File: src/rtl/sync_timing_detector.sv
`timescale 1ns/1ps
// Receive-side hSync/vSync/DE timing decoder with active-area coordinates and lock detection.
// Defining SYNC_ERROR_COUNT_EN adds the saturating lock-loss counter port errorCount.
module sync_timing_detector #(
    parameter int busWidth   = 12,
    parameter int lockFrames = 2
) (
    input  logic                pixelClock,
    input  logic                reset,
    input  logic                hSyncIn,
    input  logic                vSyncIn,
    input  logic                dataEnable,
    output logic                activeOut,
    output logic [busWidth-1:0] pixelX,
    output logic [busWidth-1:0] pixelY,
    output logic                frameStart,
    output logic [busWidth-1:0] hTotal,
    output logic [busWidth-1:0] lineLength,
    output logic [busWidth-1:0] frameLines,
    output logic                locked
`ifdef SYNC_ERROR_COUNT_EN
    ,
    output logic [7:0]          errorCount
`endif
);

    localparam logic [busWidth-1:0] CNT_MAX = {busWidth{1'b1}};
    localparam logic [busWidth-1:0] CNT_ONE = {{(busWidth-1){1'b0}}, 1'b1};

    localparam logic [1:0] ST_SEARCH = 2'd0;
    localparam logic [1:0] ST_CHECK  = 2'd1;
    localparam logic [1:0] ST_LOCKED = 2'd2;

    localparam logic [3:0] LOCK_TARGET = 4'(lockFrames);

    logic hs_q, hs_d, vs_q, vs_d, de_q, de_d;
    logic hs_prev_q, hs_prev_d, vs_prev_q, vs_prev_d;
    logic de_prev_q, de_prev_d;
    logic in_vld_q, in_vld_d, prev_vld_q, prev_vld_d;
    logic line_q, line_d;
    logic h_seen_q, h_seen_d;

    logic [busWidth-1:0] h_cycle_q, h_cycle_d;
    logic [busWidth-1:0] x_count_q, x_count_d;
    logic [busWidth-1:0] y_count_q, y_count_d;
    logic [busWidth-1:0] first_h_q, first_h_d;
    logic [busWidth-1:0] first_l_q, first_l_d;
    logic                have_h_q, have_h_d;
    logic                have_l_q, have_l_d;
    logic                frame_err_q, frame_err_d;

    logic [1:0] state_q, state_d;
    logic [3:0] matches_q, matches_d;
    logic [3:0] matches_inc;

    logic                active_q, active_d;
    logic [busWidth-1:0] pixel_x_q, pixel_x_d;
    logic [busWidth-1:0] pixel_y_q, pixel_y_d;
    logic                frame_start_q, frame_start_d;
    logic [busWidth-1:0] h_total_q, h_total_d;
    logic [busWidth-1:0] line_length_q, line_length_d;
    logic [busWidth-1:0] frame_lines_q, frame_lines_d;

    logic hs_rise, vs_rise, de_rise, de_fall, de_act;
    logic sat_h, sat_x, sat_y;
    logic h_cap, h_mis, l_mis;
    logic new_err, err_now, lines_ok;
    logic [busWidth-1:0] y_end;

    always_comb begin
        hs_d       = hSyncIn;
        vs_d       = vSyncIn;
        de_d       = dataEnable;
        hs_prev_d  = hs_q;
        vs_prev_d  = vs_q;
        de_prev_d  = de_q;
        in_vld_d   = 1'b1;
        prev_vld_d = in_vld_q;
    end

    // Edges need two valid samples, so levels already high at release are ignored.
    assign hs_rise = prev_vld_q & hs_q & ~hs_prev_q;
    assign vs_rise = prev_vld_q & vs_q & ~vs_prev_q;
    assign de_rise = prev_vld_q & de_q & ~de_prev_q;
    assign de_fall = line_q & ~de_q;
    assign de_act  = de_q & (line_q | de_rise);
    assign line_d  = de_act;

    always_comb begin
        x_count_d     = x_count_q;
        line_length_d = line_length_q;
        active_d      = de_act;
        pixel_x_d     = pixel_x_q;
        pixel_y_d     = pixel_y_q;
        sat_x         = 1'b0;
        if (de_act) begin
            pixel_x_d = x_count_q;
            pixel_y_d = y_count_q;
            if (x_count_q == CNT_MAX) begin
                sat_x = 1'b1;
            end else begin
                x_count_d = x_count_q + CNT_ONE;
            end
        end else if (de_fall) begin
            line_length_d = x_count_q;
            x_count_d     = '0;
        end
    end

    // A line ending in the vSync cycle still belongs to the frame being closed.
    always_comb begin
        y_end = y_count_q;
        sat_y = 1'b0;
        if (de_fall) begin
            if (y_count_q == CNT_MAX) begin
                sat_y = 1'b1;
            end else begin
                y_end = y_count_q + CNT_ONE;
            end
        end
        y_count_d     = vs_rise ? '0 : y_end;
        frame_lines_d = vs_rise ? y_end : frame_lines_q;
        frame_start_d = vs_rise;
    end

    always_comb begin
        h_cycle_d = h_cycle_q;
        h_total_d = h_total_q;
        h_seen_d  = h_seen_q;
        sat_h     = 1'b0;
        if (hs_rise) begin
            h_cycle_d = CNT_ONE;
            h_seen_d  = 1'b1;
            if (h_seen_q) begin
                h_total_d = h_cycle_q;
            end
        end else if (h_cycle_q == CNT_MAX) begin
            sat_h = 1'b1;
        end else begin
            h_cycle_d = h_cycle_q + CNT_ONE;
        end
    end

    assign h_cap   = hs_rise & h_seen_q;
    assign h_mis   = h_cap & have_h_q & (h_cycle_q != first_h_q);
    assign l_mis   = de_fall & have_l_q & (x_count_q != first_l_q);
    assign new_err = h_mis | l_mis | sat_h | sat_x | sat_y;
    assign err_now = frame_err_q | new_err;

    // Captures in the vSync cycle are judged against the frame that is ending.
    always_comb begin
        frame_err_d = err_now;
        first_h_d   = first_h_q;
        first_l_d   = first_l_q;
        have_h_d    = have_h_q;
        have_l_d    = have_l_q;
        if (vs_rise) begin
            frame_err_d = 1'b0;
            have_h_d    = 1'b0;
            have_l_d    = 1'b0;
        end else begin
            if (h_cap && !have_h_q) begin
                first_h_d = h_cycle_q;
                have_h_d  = 1'b1;
            end
            if (de_fall && !have_l_q) begin
                first_l_d = x_count_q;
                have_l_d  = 1'b1;
            end
        end
    end

    always_comb begin
        state_d     = state_q;
        matches_d   = matches_q;
        matches_inc = matches_q + 4'd1;
        lines_ok    = (y_end != '0) && (y_end == frame_lines_q);
        case (state_q)
            ST_SEARCH: begin
                if (vs_rise) begin
                    state_d   = ST_CHECK;
                    matches_d = '0;
                end
            end
            ST_CHECK: begin
                if (vs_rise) begin
                    if (!err_now && lines_ok) begin
                        matches_d = matches_inc;
                        if (matches_inc >= LOCK_TARGET) begin
                            state_d = ST_LOCKED;
                        end
                    end else begin
                        matches_d = '0;
                    end
                end
            end
            ST_LOCKED: begin
                if (err_now || (vs_rise && !lines_ok)) begin
                    state_d   = ST_CHECK;
                    matches_d = '0;
                end
            end
            default: begin
                state_d   = ST_SEARCH;
                matches_d = '0;
            end
        endcase
    end

    always_ff @(posedge pixelClock or posedge reset) begin
        if (reset) begin
            hs_q          <= 1'b0;
            vs_q          <= 1'b0;
            de_q          <= 1'b0;
            hs_prev_q     <= 1'b0;
            vs_prev_q     <= 1'b0;
            de_prev_q     <= 1'b0;
            in_vld_q      <= 1'b0;
            prev_vld_q    <= 1'b0;
            line_q        <= 1'b0;
            h_seen_q      <= 1'b0;
            h_cycle_q     <= '0;
            x_count_q     <= '0;
            y_count_q     <= '0;
            first_h_q     <= '0;
            first_l_q     <= '0;
            have_h_q      <= 1'b0;
            have_l_q      <= 1'b0;
            frame_err_q   <= 1'b0;
            state_q       <= ST_SEARCH;
            matches_q     <= '0;
            active_q      <= 1'b0;
            pixel_x_q     <= '0;
            pixel_y_q     <= '0;
            frame_start_q <= 1'b0;
            h_total_q     <= '0;
            line_length_q <= '0;
            frame_lines_q <= '0;
        end else begin
            hs_q          <= hs_d;
            vs_q          <= vs_d;
            de_q          <= de_d;
            hs_prev_q     <= hs_prev_d;
            vs_prev_q     <= vs_prev_d;
            de_prev_q     <= de_prev_d;
            in_vld_q      <= in_vld_d;
            prev_vld_q    <= prev_vld_d;
            line_q        <= line_d;
            h_seen_q      <= h_seen_d;
            h_cycle_q     <= h_cycle_d;
            x_count_q     <= x_count_d;
            y_count_q     <= y_count_d;
            first_h_q     <= first_h_d;
            first_l_q     <= first_l_d;
            have_h_q      <= have_h_d;
            have_l_q      <= have_l_d;
            frame_err_q   <= frame_err_d;
            state_q       <= state_d;
            matches_q     <= matches_d;
            active_q      <= active_d;
            pixel_x_q     <= pixel_x_d;
            pixel_y_q     <= pixel_y_d;
            frame_start_q <= frame_start_d;
            h_total_q     <= h_total_d;
            line_length_q <= line_length_d;
            frame_lines_q <= frame_lines_d;
        end
    end

`ifdef SYNC_ERROR_COUNT_EN
    logic [7:0] err_cnt_q, err_cnt_d;
    logic       lock_lost;

    assign lock_lost = (state_q == ST_LOCKED) && (state_d == ST_CHECK);

    always_comb begin
        err_cnt_d = err_cnt_q;
        if (lock_lost && (err_cnt_q != 8'hFF)) begin
            err_cnt_d = err_cnt_q + 8'd1;
        end
    end

    always_ff @(posedge pixelClock or posedge reset) begin
        if (reset) begin
            err_cnt_q <= '0;
        end else begin
            err_cnt_q <= err_cnt_d;
        end
    end

    assign errorCount = err_cnt_q;
`endif

    assign activeOut  = active_q;
    assign pixelX     = pixel_x_q;
    assign pixelY     = pixel_y_q;
    assign frameStart = frame_start_q;
    assign hTotal     = h_total_q;
    assign lineLength = line_length_q;
    assign frameLines = frame_lines_q;
    assign locked     = (state_q == ST_LOCKED);

endmodule
File: config.mk
export PLATFORM = sky130hd
export DESIGN_NAME = sync_timing_detector
export DESIGN_NICKNAME = d
export VERILOG_FILES = /design/src/rtl/sync_timing_detector.sv
export SDC_FILE = /design/constraint.sdc
export NUM_CORES = 1
export LEC_CHECK = 0
export CORE_UTILIZATION = 44
export CTS_BUF_LIST = sky130_fd_sc_hd__clkbuf_16
export CTS_CLUSTER_DIAMETER = 40
export DETAILED_ROUTE_END_ITERATION = 16
export HOLD_SLACK_MARGIN = 0.05
export SKIP_CTS_REPAIR_TIMING = 1
export SLEW_MARGIN = 20
export SYNTH_ARGS = -nofsm -noshare
export SYNTH_HDL_FRONTEND = slang
export SYNTH_SLANG_ARGS = --single-unit
File: constraint.sdc
create_clock -name pixelClock -period 7.8 [get_ports pixelClock]
set_input_delay 1.56 -clock pixelClock [delete_from_list [all_inputs] [get_ports pixelClock]]
set_output_delay 1.56 -clock pixelClock [all_outputs]
set_load 0.01 [all_outputs]
==> results.yml <==
job:
  max_cap_viol_count: 0
finish:
  antenna-diode-count: 0
  fraction_of_layout_instances_using_a_drive_strength_above_1_pct: 15.26
  filler_cell_count: 1315
  fin_nets: 673
  area.growth.synth_to_final_pct: 21.47
worst_setup_path:
  critical_path_required_ps: 8150
  worst_r2r_path_depth: 9
  biggest_fanout_along_the_worst_timing_path: 10
  worstPathBufferInverterCount: 1
  r2r-start: "y_count_q[0]$_DFF_PP0_"
  worst_path_largest_cell_delay_ps: 880
  worstSetupPathType: "register to register"
  endpoint_of_the_worst_slack_reg_to_reg_timing_path: "matches_q[2]$_DFFE_PP0P_"
  crit_path_end_kind: "register"
  crit_family: "simple AND/OR/NAND/NOR gates"
  critical_path_s_slowest_cell: "sky130_fd_sc_hd__nor4_1"
  setup.reg_to_reg.worst_slack_ps: 4260
  crit_path_start_kind: "register"
  critical_path.cell_chain: "ha_1, inv_1, nor4_1, nor3_1, xor2_1, nand2_1, a2111oi_4, o211a_1, a21bo_1"
  critPathArrivalTime_ps: 3890
logic_synthesis:
  yosysSeqAreaShare_pct: 53.29
  syn_area_um2: 6574
  synth.top_cells.by_area: "sky130_fd_sc_hd__dfrtp_1 (53%), sky130_fd_sc_hd__mux2_2 (10%), sky130_fd_sc_hd__nand2_1 (4.5%)"
  yosys.area.top_type: "sky130_fd_sc_hd__dfrtp_1"
  synth_async_sr_flop_share_pct: 100.0
  synthFlopType: "sky130_fd_sc_hd__dfrtp_1"
  yosysMostFrequentCell: "sky130_fd_sc_hd__dfrtp_1"
  synth-edff-count: 0
  synthesis.nets: 618
  yosys_register_bits: 140
  syn-instance-count: 608
  synth.top_cell.area_share_pct: 53.29
  synth_warnings: 0
  synth.distinct_cells: 53
  avgSynthCellArea_um2: 10.81
  leading_post_synthesis_cells_by_instance_count: "sky130_fd_sc_hd__dfrtp_1 (140), sky130_fd_sc_hd__nand2_1 (78), sky130_fd_sc_hd__mux2_2 (59)"
power_and_ir_drop:
  peakVddDrop_mv: 0.1517
  power_per_cell_area_nw_per_um2: 267.7
  totalPowerFinal_uw: 2137
  cellLeakagePower_uw: 0.003690
grt:
  grt_pass1_vias: 4774
  maximum_number_of_pins_on_one_net_before_global_route_repair: 93
  grt_antenna_before_repair: 0
  grt_first_pass_wirelength_um: 24790
  grt.overflow.total: 0
  globalRouteTotalUtil_pct: 20.27
route:
  dr_total_vias: 4606
  post-route-drc-count: 0
  dr.first_iter.drc_count: 223
  detail-route-antenna-nets: 0
  routed_wirelength_um: 14400
  average_detailed_routed_wire_length_per_instance_um: 16.76
  first_pass_iters: 5
  avgViaCountPerCell: 5.362
cts:
  ctsLongestPathBuffers: 2
  cts_tree: "done"
  htreeDepth: 4
  path_clk_slew_ps: 60
  clk_root_buffer_cell: "sky130_fd_sc_hd__clkbuf_16"
  clkLatencyLatePin_ps: 410
  cts.sinks: 140
  numCtsBuffers: 17
hold_path:
  worst_hold_path.num_cells: 0
  hold_start: "in_vld_q$_DFF_PP0_"
  hold-path-endpoint: "prev_vld_q$_DFF_PP0_"
  hold_path_class: "register to register"
timing:
  timing.final.max_slew_violations: 0
  setup_viol: 0
  rsz0062_at_grt: "no"
  timing_hold_violations_final: 0
  timing_worst_slew_pin_value_ps: 994.9
  skew_ps: 6.079
  timing.final.ws_setup_ps: 4257
  relSlewSlack_pct: 33.06
  setup_tns_ps: 0
  min_period_over_period_pct: 45.42
  max_clock_freq_mhz: 282.3
  final_period_minus_worst_setup_slack_ps: 3543
floorplanning:
  num_io_pins: 68
  die_footprint_um2: 15430
  cell_row_count: 44
  die_height_um: 124.2
  die_width_um: 124.2
  core_footprint_um2: 14530
  start_util_pct: 45.23
place:
  detailedPlacementHpwl_um: 9962
  gp_routability_congestion: 0.8399
  pre_cts_ws_ps: 4335
  port_buffer_count: 67
run_status:
  outcome: "finished, final reports clean"
-- flip-flops by register name, indices dropped and copies added, names as in the netlist, 2 cells and up --
| register | count |
|---|---|
| first_h_q | 12 |
| first_l_q | 12 |
| h_cycle_q | 12 |
| state_q | 2 |
| hTotal | 12 |
| y_count_q | 12 |
| lineLength | 12 |
| pixelY | 12 |
| frameLines | 12 |
| matches_q | 4 |
| x_count_q | 12 |
| pixelX | 12 |
-- worst max-delay path by stage --
stage	from	to	cells after the start
4_1_cts	y_count_q[0]$_DFF_PP0_	matches_q[3]$_DFFE_PP0P_	9
5_1_grt	y_count_q[0]$_DFF_PP0_	matches_q[2]$_DFFE_PP0P_	9
6_report	y_count_q[0]$_DFF_PP0_	matches_q[2]$_DFFE_PP0P_	9
3_5_place_dp	y_count_q[0]$_DFF_PP0_	matches_q[3]$_DFFE_PP0P_	9
2_1_floorplan	reset	activeOut$_DFF_PP0_	1
3_3_place_gp	de_prev_d$_DFF_PP0_	matches_q[1]$_DFFE_PP0P_	8
-- worst register-to-register path, cell delays in order, from the launching register on --
cell                        delay, ps
sky130_fd_sc_hd__dfrtp_1          520
sky130_fd_sc_hd__ha_1             370
sky130_fd_sc_hd__inv_1            150
sky130_fd_sc_hd__nor4_1           880
sky130_fd_sc_hd__nor3_1           270
sky130_fd_sc_hd__xor2_1           200
sky130_fd_sc_hd__nand2_1          110
sky130_fd_sc_hd__a2111oi_4        590
sky130_fd_sc_hd__o211a_1          270
sky130_fd_sc_hd__a21bo_1          130
-- cells in the final DEF (no fill, tap or decap), types with 6 or more instances in the layout --
master                            instances
sky130_fd_sc_hd__xor2_1                  33
sky130_fd_sc_hd__buf_4                    6
sky130_fd_sc_hd__clkbuf_16               17
sky130_fd_sc_hd__mux2_2                  59
sky130_fd_sc_hd__inv_1                   11
sky130_fd_sc_hd__nand2_1                 78
sky130_fd_sc_hd__nand4_1                 10
sky130_fd_sc_hd__nand3_1                 13
sky130_fd_sc_hd__clkdlybuf4s50_1         67
sky130_fd_sc_hd__nor3_1                  15
sky130_fd_sc_hd__and3_1                   9
sky130_fd_sc_hd__a31oi_1                  6
sky130_fd_sc_hd__xnor2_1                 22
sky130_fd_sc_hd__nor2b_1                  6
sky130_fd_sc_hd__nand2b_1                 7
sky130_fd_sc_hd__nor4_1                   9
sky130_fd_sc_hd__dfrtp_1                140
sky130_fd_sc_hd__nor2_1                  44
sky130_fd_sc_hd__a21oi_1                  9
sky130_fd_sc_hd__o21ai_0                 28
-- layer usage --
layer	up-vias	track usage, %	wire length, um
met5	-	0	0
met4	0	5.670	107
met3	11	4.741	530
met2	84	31.39	6833
met1	2291	28.42	6930
li1	2220	-	-
-- through the flow --
stage | instances | hold slack [ps] | util (%) | cell area [um^2]
after floorplan | 608 | 331.2 | - | 6574
after global placement | 828 | 335.8 | 50.78 | 7381
after detailed placement | 828 | 346.5 | 50.78 | 7381
after CTS | 859 | 360.4 | 54.94 | 7985
after global routing | 859 | 368.4 | 54.94 | 7985
final | 859 | 359.7 | 54.94 | 7985
-- power by group --
group | internal (uW) | total (uW) | switching [uW]
sequential | 818 | 915 | 97.2
combinational | 209 | 397 | 188
clock | 528 | 825 | 297
-- layout make-up --
type	count	area [um^2]	share of cell area [%]
Clock buffer	17	425.4	5.327
Clock inverter	14	178.9	2.241
Inverter	11	46.29	0.5798
Multi-Input combinational cell	420	2885	36.13
Sequential cell	140	3503	43.87
Tap cell	184	230.2	2.883
Timing Repair Buffer	73	715.7	8.963
-- kinds of logic after synthesis --
group,Yosys count,synth area share [%]
AND/OR/NAND/NOR,219,16.44
flip-flops,140,53.29
AO/OA/AOI/OAI,75,7.937
multiplexers,64,10.87
XOR/XNOR,56,7.575
buffers and inverters,48,2.874
adder cells (fa/ha/maj),5,0.9517
other,1,0.05704
No activity file was read; power rests on OpenSTA's default activity.
